[config.mk]
export PLATFORM = sky130hd
export DESIGN_NAME = nibbler_ctrl
export DESIGN_NICKNAME = d
export VERILOG_FILES = /design/src/rtl/nibbler_pkg.sv /design/src/rtl/nibbler_ctrl.sv
export SDC_FILE = /design/constraint.sdc
export NUM_CORES = 1
export LEC_CHECK = 0
export ABC_AREA = 1
export CAP_MARGIN = 10
export CORE_ASPECT_RATIO = 0.7
export CORE_MARGIN = 1.5
export CORE_UTILIZATION = 40
export CTS_BUF_LIST = sky130_fd_sc_hd__clkbuf_2
export CTS_CLUSTER_DIAMETER = 50
export DETAILED_ROUTE_END_ITERATION = 10
export PLACE_DENSITY_LB_ADDON = 0.05
export SLEW_MARGIN = 20
export SYNTH_ARGS = -nofsm -noshare
export SYNTH_HDL_FRONTEND = slang
export SYNTH_SLANG_ARGS = --single-unit
[constraint.sdc]
create_clock -name clk -period 1.25 [get_ports clk]
set_input_delay 0.375 -clock clk [delete_from_list [all_inputs] [get_ports clk]]
set_output_delay 0.375 -clock clk [all_outputs]
set_load 0.02 [all_outputs]
[src/rtl/nibbler_pkg.sv]
`default_nettype none
// ============================================================================
// Module   : nibbler_pkg
// Desc     : Shared constants for the Nibbler sequencer: ALU opcodes, ISA
//            opcodes, controller state encoding and small decode helpers.
// Revision : 1.0 - initial release
// ============================================================================
package nibbler_pkg;

  // ALU opcodes driven on alu_op (shared with the ALU)
  localparam logic [2:0] ALU_OUT = 3'b000;
  localparam logic [2:0] ALU_CMP = 3'b001;
  localparam logic [2:0] ALU_LD  = 3'b010;
  localparam logic [2:0] ALU_ADD = 3'b011;
  localparam logic [2:0] ALU_NOR = 3'b100;

  // ISA opcodes held in ir[7:4]
  localparam logic [3:0] OP_OUT  = 4'h0;
  localparam logic [3:0] OP_CMP  = 4'h1;
  localparam logic [3:0] OP_LD   = 4'h2;
  localparam logic [3:0] OP_ADD  = 4'h3;
  localparam logic [3:0] OP_NOR  = 4'h4;
  localparam logic [3:0] OP_JMP  = 4'h8;
  localparam logic [3:0] OP_JC   = 4'h9;
  localparam logic [3:0] OP_JZ   = 4'hA;
  localparam logic [3:0] OP_JNZ  = 4'hB;
  localparam logic [3:0] OP_IN   = 4'hC;
  localparam logic [3:0] OP_HALT = 4'hF;

  typedef enum logic [2:0] {
    ST_FETCH    = 3'd0,
    ST_DECODE   = 3'd1,
    ST_FETCH2   = 3'd2,
    ST_JUMP     = 3'd3,
    ST_EXEC     = 3'd4,
    ST_OUT_WAIT = 3'd5,
    ST_IN_WAIT  = 3'd6,
    ST_HALT     = 3'd7
  } state_e;

  // ALU opcode presented during EXEC; non-ALU instructions leave it at OUT
  function automatic logic [2:0] alu_op_of(input logic [3:0] op);
    case (op)
      OP_CMP:  return ALU_CMP;
      OP_LD:   return ALU_LD;
      OP_ADD:  return ALU_ADD;
      OP_NOR:  return ALU_NOR;
      default: return ALU_OUT;
    endcase
  endfunction

  // Two-byte instructions (all four share the 10xx opcode pattern)
  function automatic logic is_jump(input logic [3:0] op);
    return (op == OP_JMP) || (op == OP_JC) || (op == OP_JZ) || (op == OP_JNZ);
  endfunction

  // Single-byte instructions that need an EXEC cycle; everything else is a NOP
  function automatic logic is_exec(input logic [3:0] op);
    return (op == OP_OUT) || (op == OP_CMP) || (op == OP_LD) || (op == OP_ADD) ||
           (op == OP_NOR) || (op == OP_IN)  || (op == OP_HALT);
  endfunction

endpackage
`default_nettype wire

[src/rtl/nibbler_ctrl.sv]
`default_nettype none
// ============================================================================
// Module   : nibbler_ctrl
// Desc     : Instruction sequencer for the 4-bit Nibbler datapath. Fetches
//            from a synchronous ROM, drives the external ALU, holds the
//            accumulator and flags, resolves jumps and runs the I/O ports.
// Revision : 1.0 - initial release
// ============================================================================
module nibbler_ctrl
  import nibbler_pkg::*;
#(
  parameter int PC_W    = 12,
  parameter int INSTR_W = 8
) (
  input  logic               clk,
  input  logic               reset,
  output logic [PC_W-1:0]    rom_addr,
  input  logic [INSTR_W-1:0] rom_data,
  output logic [2:0]         alu_op,
  output logic [3:0]         alu_a,
  output logic [3:0]         alu_b,
  input  logic [3:0]         alu_out,
  input  logic               alu_carry,
  input  logic               alu_zero,
  output logic [3:0]         out_data,
  output logic               out_valid,
  input  logic               out_ready,
  input  logic [3:0]         in_data,
  input  logic               in_valid,
  output logic               in_ready,
  output logic [3:0]         acc,
  output logic               carry_flag,
  output logic               zero_flag,
  output logic               halted
);

  state_e             state_q;
  logic [PC_W-1:0]    pc_q;
  logic [INSTR_W-1:0] ir_q;
  logic [3:0]         acc_q;
  logic               carry_q;
  logic               zero_q;
  logic [2:0]         alu_op_q;
  logic [3:0]         out_data_q;
  logic               out_valid_q;
  logic               in_ready_q;
  logic               halted_q;

  logic [PC_W-1:0]    pc_d;
  logic [3:0]         rom_op;
  logic [3:0]         ir_op;
  logic [INSTR_W+3:0] jump_target;
  logic               jump_taken;

  assign pc_d        = pc_q + {{(PC_W-1){1'b0}}, 1'b1};
  assign rom_op      = rom_data[7:4];
  assign ir_op       = ir_q[7:4];
  // Second jump byte arrives on rom_data during JUMP
  assign jump_target = {ir_q[3:0], rom_data};

  // Jump condition uses only the latched flags
  always_comb begin
    jump_taken = 1'b0;
    case (ir_op)
      OP_JMP:  jump_taken = 1'b1;
      OP_JC:   jump_taken = carry_q;
      OP_JZ:   jump_taken = zero_q;
      OP_JNZ:  jump_taken = ~zero_q;
      default: jump_taken = 1'b0;
    endcase
  end

  // Sequencer FSM with the accumulator, flags and port registers
  always_ff @(posedge clk or posedge reset) begin
    if (reset) begin
      state_q     <= ST_FETCH;
      pc_q        <= '0;
      ir_q        <= '0;
      acc_q       <= 4'h0;
      carry_q     <= 1'b0;
      zero_q      <= 1'b0;
      alu_op_q    <= ALU_OUT;
      out_data_q  <= 4'h0;
      out_valid_q <= 1'b0;
      in_ready_q  <= 1'b0;
      halted_q    <= 1'b0;
    end else begin
      case (state_q)
        ST_FETCH: begin
          pc_q    <= pc_d;
          state_q <= ST_DECODE;
        end
        ST_DECODE: begin
          ir_q     <= rom_data;
          alu_op_q <= ALU_OUT;
          if (is_jump(rom_op)) begin
            state_q <= ST_FETCH2;
          end else if (is_exec(rom_op)) begin
            // Registered so alu_op is valid for the whole EXEC cycle
            alu_op_q <= alu_op_of(rom_op);
            state_q  <= ST_EXEC;
          end else begin
            state_q <= ST_FETCH;
          end
        end
        ST_FETCH2: begin
          pc_q    <= pc_d;
          state_q <= ST_JUMP;
        end
        ST_JUMP: begin
          if (jump_taken) begin
            pc_q <= PC_W'(jump_target);
          end
          state_q <= ST_FETCH;
        end
        ST_EXEC: begin
          alu_op_q <= ALU_OUT;
          state_q  <= ST_FETCH;
          case (ir_op)
            OP_OUT: begin
              out_data_q  <= acc_q;
              out_valid_q <= 1'b1;
              state_q     <= ST_OUT_WAIT;
            end
            OP_CMP: begin
              carry_q <= alu_carry;
              zero_q  <= alu_zero;
            end
            OP_LD: begin
              acc_q <= ir_q[3:0];
            end
            OP_ADD: begin
              acc_q   <= alu_out;
              carry_q <= alu_carry;
              zero_q  <= alu_zero;
            end
            OP_NOR: begin
              acc_q <= alu_out;
            end
            OP_IN: begin
              in_ready_q <= 1'b1;
              state_q    <= ST_IN_WAIT;
            end
            OP_HALT: begin
              halted_q <= 1'b1;
              state_q  <= ST_HALT;
            end
            default: begin
            end
          endcase
        end
        ST_OUT_WAIT: begin
          if (out_ready) begin
            out_valid_q <= 1'b0;
            state_q     <= ST_FETCH;
          end
        end
        ST_IN_WAIT: begin
          if (in_valid) begin
            acc_q      <= in_data;
            in_ready_q <= 1'b0;
            state_q    <= ST_FETCH;
          end
        end
        ST_HALT: begin
          state_q <= ST_HALT;
        end
        default: begin
          state_q <= ST_FETCH;
        end
      endcase
    end
  end

  // pc only moves in FETCH/FETCH2/JUMP, so the address holds while halted
  assign rom_addr   = pc_q;
  assign alu_op     = alu_op_q;
  assign alu_a      = acc_q;
  assign alu_b      = ir_q[3:0];
  assign out_data   = out_data_q;
  assign out_valid  = out_valid_q;
  assign in_ready   = in_ready_q;
  assign acc        = acc_q;
  assign carry_flag = carry_q;
  assign zero_flag  = zero_q;
  assign halted     = halted_q;

endmodule
`default_nettype wire
==> summary.txt, run 1 <==
Status
  – Result of the run: finished, violations left
  – Failing checks: setup timing

Yosys
  – Yosys top cell area share: 41.34%
  – Number of distinct library cell variants in the gate-level netlist after synthesis: 35
  – Cell type contributing the most total cell area after synthesis: dfrtp_1
  – Count of warnings emitted by yosys: 0
  – Number of storage elements in the synthesis netlist: 39
  – Portion of the post-synthesis area used by sequential elements: 41.34%
  – Mapped Cells: 318
  – Mapped Avg Cell Area: 7.425 µm²
  – Largest cells by area after synthesis: dfrtp_1 41%, nand2_1 16%, nand3_1 10%, inv_1 4.8%, nor2_1 2.7%
  – Synth Cell Area: 0.002361 mm²
  – Post-synthesis net count: 341

Timing
  – Relative slew slack: 75.93%
  – Max-slew violation count: 0
  – Final cycle utilization of the critical path: 114.3%
  – Number of hold violations in the final report: 0
  – Worst Skew: between 0.01 and 0.015 ns
  – Period minus WS final: 1.429 ns
  – Maximum clock frequency: 0.6999 GHz
  – Final worst slack: -0.1787 ns
  – # setup viols final: 74
  – Actual slew at the worst max-slew pin: between 0.3 and 0.4 ns
  – RSZ-0062 raised after global routing: true

Global route
  – Antenna violations before repair: 0
  – Overflow after GRT: 0
  – Maximum number of pins on one net before global-route repair: 16
  – Global-route total usage across every layer: 24.54%
  – Wire length of the first global-routing pass: 11.70 mm
  – Vias in the first global route: 2404

Power
  – Switching fraction of total power: 26.84%
  – Largest vdd supply drop: approximately 0.31 mV
  – Overall power after layout: around 2100 µW
  – Net load switching power: 552.2 µW
  – Power share of the sequential group: 61.9%
  – Clock share of power: approximately 28%
  – Cell leakage power: 0.002145 µW
  – Part of the power in combinational logic: 10.2%
  – Power density over the cells: 478.4 mW/mm²
  – Total internal power: about 1500 µW

Cells and area
  – Post-layout nets: 483
  – Final Non-Filler Cells: 535
  – Leading cell type in the layout, fill and taps excluded: nand2_1
  – Antenna diode count: 0
  – Ratio of cells with drive above 1 in the final layout: 52.39%
  – Area added between synthesis and finish: 82.14%
  – Final non-filler cell area: 0.004300 mm²
  – Fillers: 400
  – Highest-count cells in the layout ignoring fill and taps: 70 x nand2_1, 64 x buf_6, 55 x buf_4, 32 x nand3_1, 30 x dfrtp_1

Critical path
  – Required @ worst endpoint: 0.88 ns
  – Cell breakdown of the critical path: buf_6
  – Critical Path End Type: primary output
  – Kind of cell adding the most delay to the critical path: flip-flops
  – Reg2reg setup slack: -0.16 ns
  – Data arrival time at the worst-slack endpoint: 1.05 ns
  – R2r endpoint: rom_addr[10]
  – Start-to-end type of the worst setup path: reg -> out
  – Maximum net fanout on the critical path: 2
  – Crit path buf inv count: 1
  – R2r worst-path depth: 8
  – Start point of the critical path: rom_addr[7]
  – Crit path max-delay cell type: dfrtp_1
  – Worst reg2reg startpoint: state_q[2]
  – Element type at the critical path start: register
  – Delay of the slowest critical-path stage: 0.48 ns

Clock tree
  – Hold_buf cts: 0
  – CTS clock-pin slew for the worst setup and hold paths: 0.21 ns
  – H-tree depth reported by CTS: 2
  – Total clock buffers created by CTS: 5
  – TritonCTS clock tree: done
  – Latest clock arrival within the worst-skew pair: 0.42 ns
  – Buffer levels on the longest clock path: 2
  – Root cell of the clock tree: clkbuf_2
  – Clk sinks: 39

Floorplanning
  – Core outline area: about 0.0057 mm²
  – Starting density of the core: 41.44%
  – Io pins: 58
  – Y dimension of the die: 67.28 µm
  – Die width: 94.83 µm
  – Standard-cell row count: 23
  – Area enclosed by the die boundary: between 0.006 and 0.007 mm²

Place
  – Minimum setup slack after placement: -0.2951 ns
  – Dpl hpwl: 5.128 mm
  – Gpl congestion: roughly 0.84
  – Post-place instance area: approximately 0.0035 mm²
  – Number of buffers inserted by port buffering: 57
  – Placed insts: 498

Drt
  – DRC violations left: 0
  – Vias post-DR: 2678
  – Vias/cell: 5.006
  – Total wire length after detailed routing: between 7 and 8 mm
  – DR pass1 iterations: 5
  – Routed len/inst: 14.71 µm
  – Number of DRC violations after detailed-routing iteration 0: 188
  – Post-route antenna net violation count: 0

Flow run
  – Maximum Capacitance Violations: 0

Min path
  – Hold Crit Class: in -> async
flip-flops by register name (all words and copies together), names as in the netlist, 3 cells and up:
signal    count
alu_op        3
acc           4
out_data      4
state_q       3
rom_addr     12
ir_q          8
stage by stage:
stage                     util (%)  hold WS, ns  TNS (ns)
after CTS                    70.62       0.2182    -6.728
after floorplan                  -       0.3473  -0.04809
after detailed placement     61.16       0.4483    -5.683
final                        75.47       0.1968    -7.708
after global routing         75.47       0.1992    -11.96
after global placement       61.16       0.4517    -5.469
Yosys cell counts:
library cell / number
nand2_1: 98
nand2_2: 4
nand3_2: 2
buf_6: 4
or2_2: 1
nor3_4: 1
o2111ai_1: 1
nor2_2: 5
nor3_1: 3
a21oi_1: 3
nor2_4: 2
buf_4: 8
o31ai_1: 1
nand3_4: 1
o21ai_2: 1
or2_1: 2
inv_2: 7
o211ai_1: 1
o21bai_1: 1
nand3_1: 48
nor2_1: 17
a21oi_2: 2
o21ai_1: 9
mux2_4: 1
ha_1: 1
or2_0: 4
xor2_1: 1
o21ai_0: 10
dfrtp_1: 39
inv_1: 30
xnor2_1: 1
nand4_1: 4
nand2_4: 2
buf_2: 2
o21a_1: 1
power groups by stage:
stage	clock network, µW	logic, µW	registers, µW
after floorplan	0	38.5	1300
after global placement	0	185	1290
after detailed placement	0	187	1290
after CTS	577	200	1270
after global routing	630	225	1270
final	575	210	1270
per-layer routing:
metal  track usage, %  wire, µm  up-vias
li1                 -         -     1303
met2            36.70      3493       97
met1            36.93      3840     1269
met3            4.167       453        9
met5                0         0        -
met4            5.224        83        0
kinds of logic (layout without fill, tap and decap cells):
family,count (synthesis),count (layout),synth area share (%)
adder cells (fa/ha/maj),1,1,0.5299
buffers and inverters,51,192,10.76
AO/OA/AOI/OAI,30,30,7.420
multiplexers,1,1,0.6357
AND/OR/NAND/NOR,194,195,38.58
flip-flops,39,39,41.34
XOR/XNOR,2,2,0.7421
how the worst max path moves through the flow:
stage	end	slack (ns)	depth (start not counted)
after global placement	acc[3]	-0.24	8
after detailed placement	state_q[2]	-0.30	7
final	rom_addr[7]	-0.18	1
after CTS	rom_addr[7]	-0.16	1
after floorplan	carry_flag	-0.02	5
after global routing	rom_addr[10]	-0.23	8
timing repair:
item | CTS | global route
gates cloned | 3 | 0
gates resized for setup | 282 | 74
pin swaps | 26 | 32
setup buffers | 20 | 10
endpoints found under the setup margin | 63 | 75
layout make-up:
type,instances,area (µm²),share of cell area [%]
clock buffers,5,25.02,0.5819
well taps,75,93.84,2.182
multi-input cells,229,1506,35.03
repair buffers,148,1511,35.15
clock inverters,2,8.758,0.2037
flip-flops and latches,39,987.2,22.96
inverters,37,167.7,3.899
Note: power is estimated with default switching activity, not from simulation.
==> inputs of run 2 (changes only) <==
--- a/constraint.sdc
+++ b/constraint.sdc
@@ -3,2 +3,2 @@
 set_output_delay 0.375 -clock clk [all_outputs]
-set_load 0.02 [all_outputs]
+set_load 0.1 [all_outputs]
==> run 2 against run 1 <==
The flow still finishes with violations (setup timing). Clock-buffer cell count rose by 1. Cell count up 0.75%. Largest cell class unchanged. Highest routed layer unchanged. Clock skew rose by 0.016 ns. Critical endpoint is now carry_flag. Non-clock buffer count up 2.
==> summary.txt, run 2 (synthesis gave the netlist of run 1 again) <==
Place
  – Number of buffers inserted by port buffering: 57
  – Dpl hpwl: 5.060 mm
  – Placed insts: just under 500
  – Post-place instance area: approximately 0.0038 mm²
  – Gpl congestion: 0.8156

Power
  – Cell leakage power: 0.002292 µW
  – Power share of the sequential group: between 40% and 50%
  – Clock share of power: 40.4%
  – Largest vdd supply drop: 0.4359 mV
  – Net load switching power: 621.2 µW
  – Switching fraction of total power: ~24%
  – Total internal power: ~1900 µW
  – Part of the power in combinational logic: 9.7%
  – Power density over the cells: 526.7 mW/mm²

Drt
  – Number of DRC violations after detailed-routing iteration 0: 220
  – Vias post-DR: between 2000 and 3000
  – Vias/cell: 5.351
  – DRC violations left: 0
  – Routed len/inst: 17.33 µm
  – Total wire length after detailed routing: 9.342 mm
  – Post-route antenna net violation count: 0
  – DR pass1 iterations: 5

Global route
  – Vias in the first global route: 2622
  – Overflow after GRT: 0
  – Met3 track demand over resource in global routing: around 5.0%
  – Maximum number of pins on one net before global-route repair: 40
  – Global-route total usage across every layer: 27.15%
  – Wire length of the first global-routing pass: about 13 mm
  – Antenna violations before repair: 0
  – Met2 Track Usage GR: 41.52%
  – Global routing met1 resource utilization: 38.81%
  – GR peak layer: met2

Timing
  – Relative slew slack: a little under 80%
  – Max-slew violation count: 0
  – # setup viols final: 75
  – Worst Skew: just over 0.03 ns
  – Actual slew at the worst max-slew pin: 0.3273 ns
  – Period minus WS final: roughly 1.6 ns
  – Final worst slack: -0.3973 ns
  – Final cycle utilization of the critical path: 131.8%
  – Number of hold violations in the final report: 0
  – RSZ-0062 raised after global routing: true
  – Maximum clock frequency: 0.6071 GHz

Critical path
  – Data arrival time at the worst-slack endpoint: between 1 and 1.5 ns
  – Required @ worst endpoint: 0.88 ns
  – Element type at the critical path start: register
  – Critical Path End Type: primary output
  – Start-to-end type of the worst setup path: reg -> out
  – Maximum net fanout on the critical path: 2

Cells and area
  – Leading cell type in the layout, fill and taps excluded: nand2_1
  – Post-layout nets: 486
  – Antenna diode count: 0
  – Ratio of cells with drive above 1 in the final layout: between 60% and 70%
  – Highest-count cells in the layout ignoring fill and taps: 59 x nand2_1, 55 x buf_4, 42 x buf_12, 32 x nand2_2
  – Area added between synthesis and finish: 105.6%
  – Final Non-Filler Cells: between 500 and 600
  – Flip-flop count of the largest register after layout: 12
  – Final non-filler cell area: slightly below 0.005 mm²

Floorplanning
  – Io pins: 58
  – Starting density of the core: 41.44%
  – Y dimension of the die: 67.28 µm
  – Area enclosed by the die boundary: 0.006380 mm²
  – Standard-cell row count: 23
  – Die width: ~95 µm
  – Core outline area: approximately 0.0057 mm²

Status
  – Failing checks: setup timing
  – Result of the run: finished, violations left

Clock tree
  – Total clock buffers created by CTS: 5
  – Buffer levels on the longest clock path: 2
  – Root cell of the clock tree: clkbuf_2
  – TritonCTS clock tree: done
  – CTS clock-pin slew for the worst setup and hold paths: 0.24 ns
  – Latest clock arrival within the worst-skew pair: 0.45 ns
  – Clk sinks: 39
  – H-tree depth reported by CTS: 2

Min path
  – Hold Crit Class: in -> async

Flow run
  – Maximum Capacitance Violations: 0
-- run 2: cell count changes in the layout (fill, tap and decap cells not counted), moves of 3 or more --
cell,before,now
nand2_2,24,32
nand2_1,70,59
buf_6,64,31
dfrtp_2,9,18
o21ai_2,5,11
o21ai_1,13,6
dfrtp_1,30,5
buf_12,7,42
dfrtp_4,0,16
nand3_4,3,7
nand3_2,16,13
-- run 2: through the flow --
step / utilization, % / setup TNS [ns] / hold slack [ns] / total power [µW] / setup WS (ns)
2_1_floorplan: - / -1.351 / 0.3472 / 1373 / -0.1461
3_3_place_gp: 66.56 / -3.361 / 0.4964 / 1511 / -0.2534
3_5_place_dp: 66.56 / -3.712 / 0.4956 / 1514 / -0.2882
4_1_cts: 78.09 / -14.27 / 0.2978 / 2524 / -0.3793
5_1_grt: 85.20 / -19.79 / 0.3010 / 2598 / -0.4111
6_report: 85.20 / -16.98 / 0.2719 / 2557 / -0.3973
-- run 2: per-layer routing --
layer  share of wire (%)  wire length [µm]
met1                  43              4063
met2                  46              4337
met3                 6.4               596
met4                 3.7               345
met5                   0                 0
-- run 2: timing repair --
item	4_1_cts	5_1_grt
cloned	2	0
buffers inserted	31	16
setup endpoints to repair	70	75
hold buffers	0	0
pin swaps	21	47
resized for setup	89	69
hold endpoints to repair	0	0
-- run 2: final timing paths --
kind	startpoint	end	slack, ns	depth (start not counted)
min in group clk	alu_zero	zero_flag	0.52	3
setup reg to reg	state_q[2]	rom_addr[11]	-0.24	8
setup / recovery	carry_flag	carry_flag	-0.40	2
max in group asynchronous	reset	rom_addr[3]	0.72	3
hold reg to reg	out_data[3]	out_data[3]	0.56	2
hold / removal	reset	ir_q[5]	0.27	3
-- run 2: cell type report --
cell class | instances | area [µm²]
repair buffers | 150 | 1828
multi-input cells | 229 | 1617
flip-flops and latches | 39 | 1059
fillers | 303 | 843.3
inverters | 37 | 160.2
well taps | 75 | 93.84
clock inverters | 2 | 60.06
clock buffers | 6 | 30.03
repair inverters | 1 | 7.507
-- run 2: worst max-delay path, cell delays in order, from the launching register on --
cell and delay [ns]:
dfrtp_4 0.54, buf_6 0.13, buf_12 0.15
-- run 2: power by group through the flow --
stage | logic (µW) | registers, µW | clock network (µW)
2_1_floorplan | 38.7 | 1330 | 0
3_3_place_gp | 214 | 1300 | 0
3_5_place_dp | 216 | 1300 | 0
4_1_cts | 234 | 1270 | 1020
5_1_grt | 263 | 1280 | 1060
6_report | 249 | 1280 | 1030
==> inputs of run 3 (changes only) <==
MAX_ROUTING_LAYER = met4   (was not set)
==> run 3 against run 2 <==
The run still ends with setup timing left. Register-to-register slack better by 0.03 ns. Critical path type unchanged. Worst setup slack better by 0.029 ns. Sequential share of layout area up 0.84 points.
==> summary.txt, run 3 (synthesis gave the netlist of run 1 again) <==
Floorplanning
  – Area enclosed by the die boundary: 0.006380 mm²
  – Core outline area: 0.005698 mm²
  – Starting density of the core: 41.44%
  – Standard-cell row count: 23
  – Die width: 94.83 µm
  – Io pins: 58
  – Y dimension of the die: ~67 µm

Timing
  – Maximum clock frequency: slightly above 0.6 GHz
  – Final worst slack: -0.3680 ns
  – Actual slew at the worst max-slew pin: ~0.32 ns
  – Final cycle utilization of the critical path: 129.4%
  – RSZ-0062 raised after global routing: true
  – Worst Skew: 0.03643 ns
  – Relative slew slack: 78.70%
  – Final TNS setup: -13.84 ns
  – Max-slew violation count: 0
  – Period minus WS final: 1.618 ns
  – # setup viols final: between 70 and 80
  – Number of hold violations in the final report: 0

Power
  – Total internal power: slightly below 2000 µW
  – Overall power after layout: between 2000 and 3000 µW
  – Switching fraction of total power: between 20% and 30%
  – Largest vdd supply drop: 0.5342 mV
  – Power share of the sequential group: 50.6%
  – Power density over the cells: 538.0 mW/mm²
  – Cell leakage power: about 0.0022 µW
  – Clock share of power: 39.8%
  – Part of the power in combinational logic: 9.5%
  – Net load switching power: 582.4 µW

Status
  – Result of the run: finished, violations left
  – Failing checks: setup timing

Cells and area
  – Leading cell type in the layout, fill and taps excluded: nand2_1
  – Antenna diode count: 0
  – Flip-flop count of the largest register after layout: 12
  – Area added between synthesis and finish: 98.20%
  – Highest-count cells in the layout ignoring fill and taps: 62 x nand2_1, 50 x buf_4, 39 x buf_12, 33 x nand3_1
  – Post-layout nets: 476
  – Ratio of cells with drive above 1 in the final layout: 59.91%

Place
  – Gpl congestion: around 0.82
  – Dpl hpwl: 5.192 mm
  – Number of buffers inserted by port buffering: 57
  – Minimum setup slack after placement: -0.3091 ns

Critical path
  – Critical Path End Type: primary output
  – Required @ worst endpoint: roughly 0.9 ns
  – Start point of the critical path: carry_flag
  – Maximum net fanout on the critical path: 2
  – R2r endpoint: alu_op[2]
  – Crit path max-delay cell type: dfrtp_4
  – Start-to-end type of the worst setup path: reg -> out
  – Data arrival time at the worst-slack endpoint: ~1.2 ns
  – Worst reg2reg startpoint: state_q[2]
  – Delay of the slowest critical-path stage: between 0.5 and 0.6 ns
  – Cell breakdown of the critical path: buf_6, buf_12
  – Element type at the critical path start: register
  – R2r worst-path depth: 6
  – Reg2reg setup slack: -0.21 ns

Flow run
  – Maximum Capacitance Violations: 0

Clock tree
  – CTS clock-pin slew for the worst setup and hold paths: 0.23 ns
  – Hold_buf cts: 0
  – Clk sinks: 39
  – Total clock buffers created by CTS: 5
  – Buffer levels on the longest clock path: 2
  – TritonCTS clock tree: done
  – Root cell of the clock tree: clkbuf_2
  – Latest clock arrival within the worst-skew pair: 0.42 ns
  – H-tree depth reported by CTS: 2

Global route
  – Overflow after GRT: 0
  – Maximum number of pins on one net before global-route repair: 40
  – Wire length of the first global-routing pass: between 10 and 15 mm
  – Vias in the first global route: 2555
  – Global-route total usage across every layer: between 20% and 30%
  – Antenna violations before repair: 0

Drt
  – Total wire length after detailed routing: 8.312 mm
  – Routed len/inst: 15.71 µm
  – DR pass1 iterations: 4
  – Number of DRC violations after detailed-routing iteration 0: 209
  – Vias/cell: 5.074
  – Vias post-DR: about 2700
  – Post-route antenna net violation count: 0
  – DRC violations left: 0

Min path
  – Hold Crit Class: in -> async
[run 3: critical path, delay by kind of cell, from the launching register on]
| kind | cells | cell delay [ns] |
|---|---|---|
| flip-flops | 1 | 0.54 |
| buffers and inverters | 2 | 0.28 |
[run 3: worst max-delay path by stage]
stage / end / cells past startpoint
floorplan: rom_addr[6] / 8
detailed placement: state_q[2] / 7
CTS: carry_flag / 2
global route: carry_flag / 2
global placement: state_q[2] / 7
finish: carry_flag / 2
[run 3: layout make-up]
cell class | count | area, µm²
fill | 350 | 1018
timing repair inverter | 1 | 8.758
sequential | 39 | 1060
multi-input combinational | 229 | 1554
inverter | 37 | 165.2
timing repair buffer | 140 | 1708
clock inverter | 2 | 60.06
clock buffer | 6 | 30.03
tap | 75 | 93.84
[run 3: power groups by stage]
| stage | registers [µW] | logic [µW] | clock network [µW] |
|---|---|---|---|
| finish | 1270 | 240 | 1000 |
| global route | 1280 | 256 | 1070 |
| global placement | 1300 | 214 | 0 |
| CTS | 1270 | 230 | 1010 |
| detailed placement | 1300 | 216 | 0 |
| floorplan | 1330 | 38.7 | 0 |
[run 3: metrics by stage]
| stage | util, % | cell area, µm² | hold WS, ns | cells |
|---|---|---|---|---|
| floorplan | - | 2534 | 0.3472 | 318 |
| global placement | 66.56 | 3792 | 0.4963 | 484 |
| detailed placement | 66.56 | 3792 | 0.4967 | 484 |
| CTS | 76.97 | 4385 | 0.3068 | 522 |
| global route | 82.13 | 4679 | 0.2943 | 529 |
| finish | 82.13 | 4679 | 0.3044 | 529 |
[run 3: what timing repair did]
action | 4_1_cts | 5_1_grt
hold endpoints to repair | 0 | 0
cloned | 2 | 0
gates resized for setup | 85 | 66
pin swaps | 25 | 28
setup buffers | 29 | 9
endpoints found under the setup margin | 70 | 75
[run 3: routing by layer]
metal | vias to the layer above | share of wire [%] | GRT usage (%) | wire length [µm]
li1 | 1290 | - | - | -
met4 | 0 | 1.1 | 7.276 | 93
met1 | 1294 | 46 | 38.20 | 3847
met2 | 91 | 46 | 39.02 | 3835
met5 | - | 0 | - | 0
met3 | 9 | 6.4 | 5.405 | 536
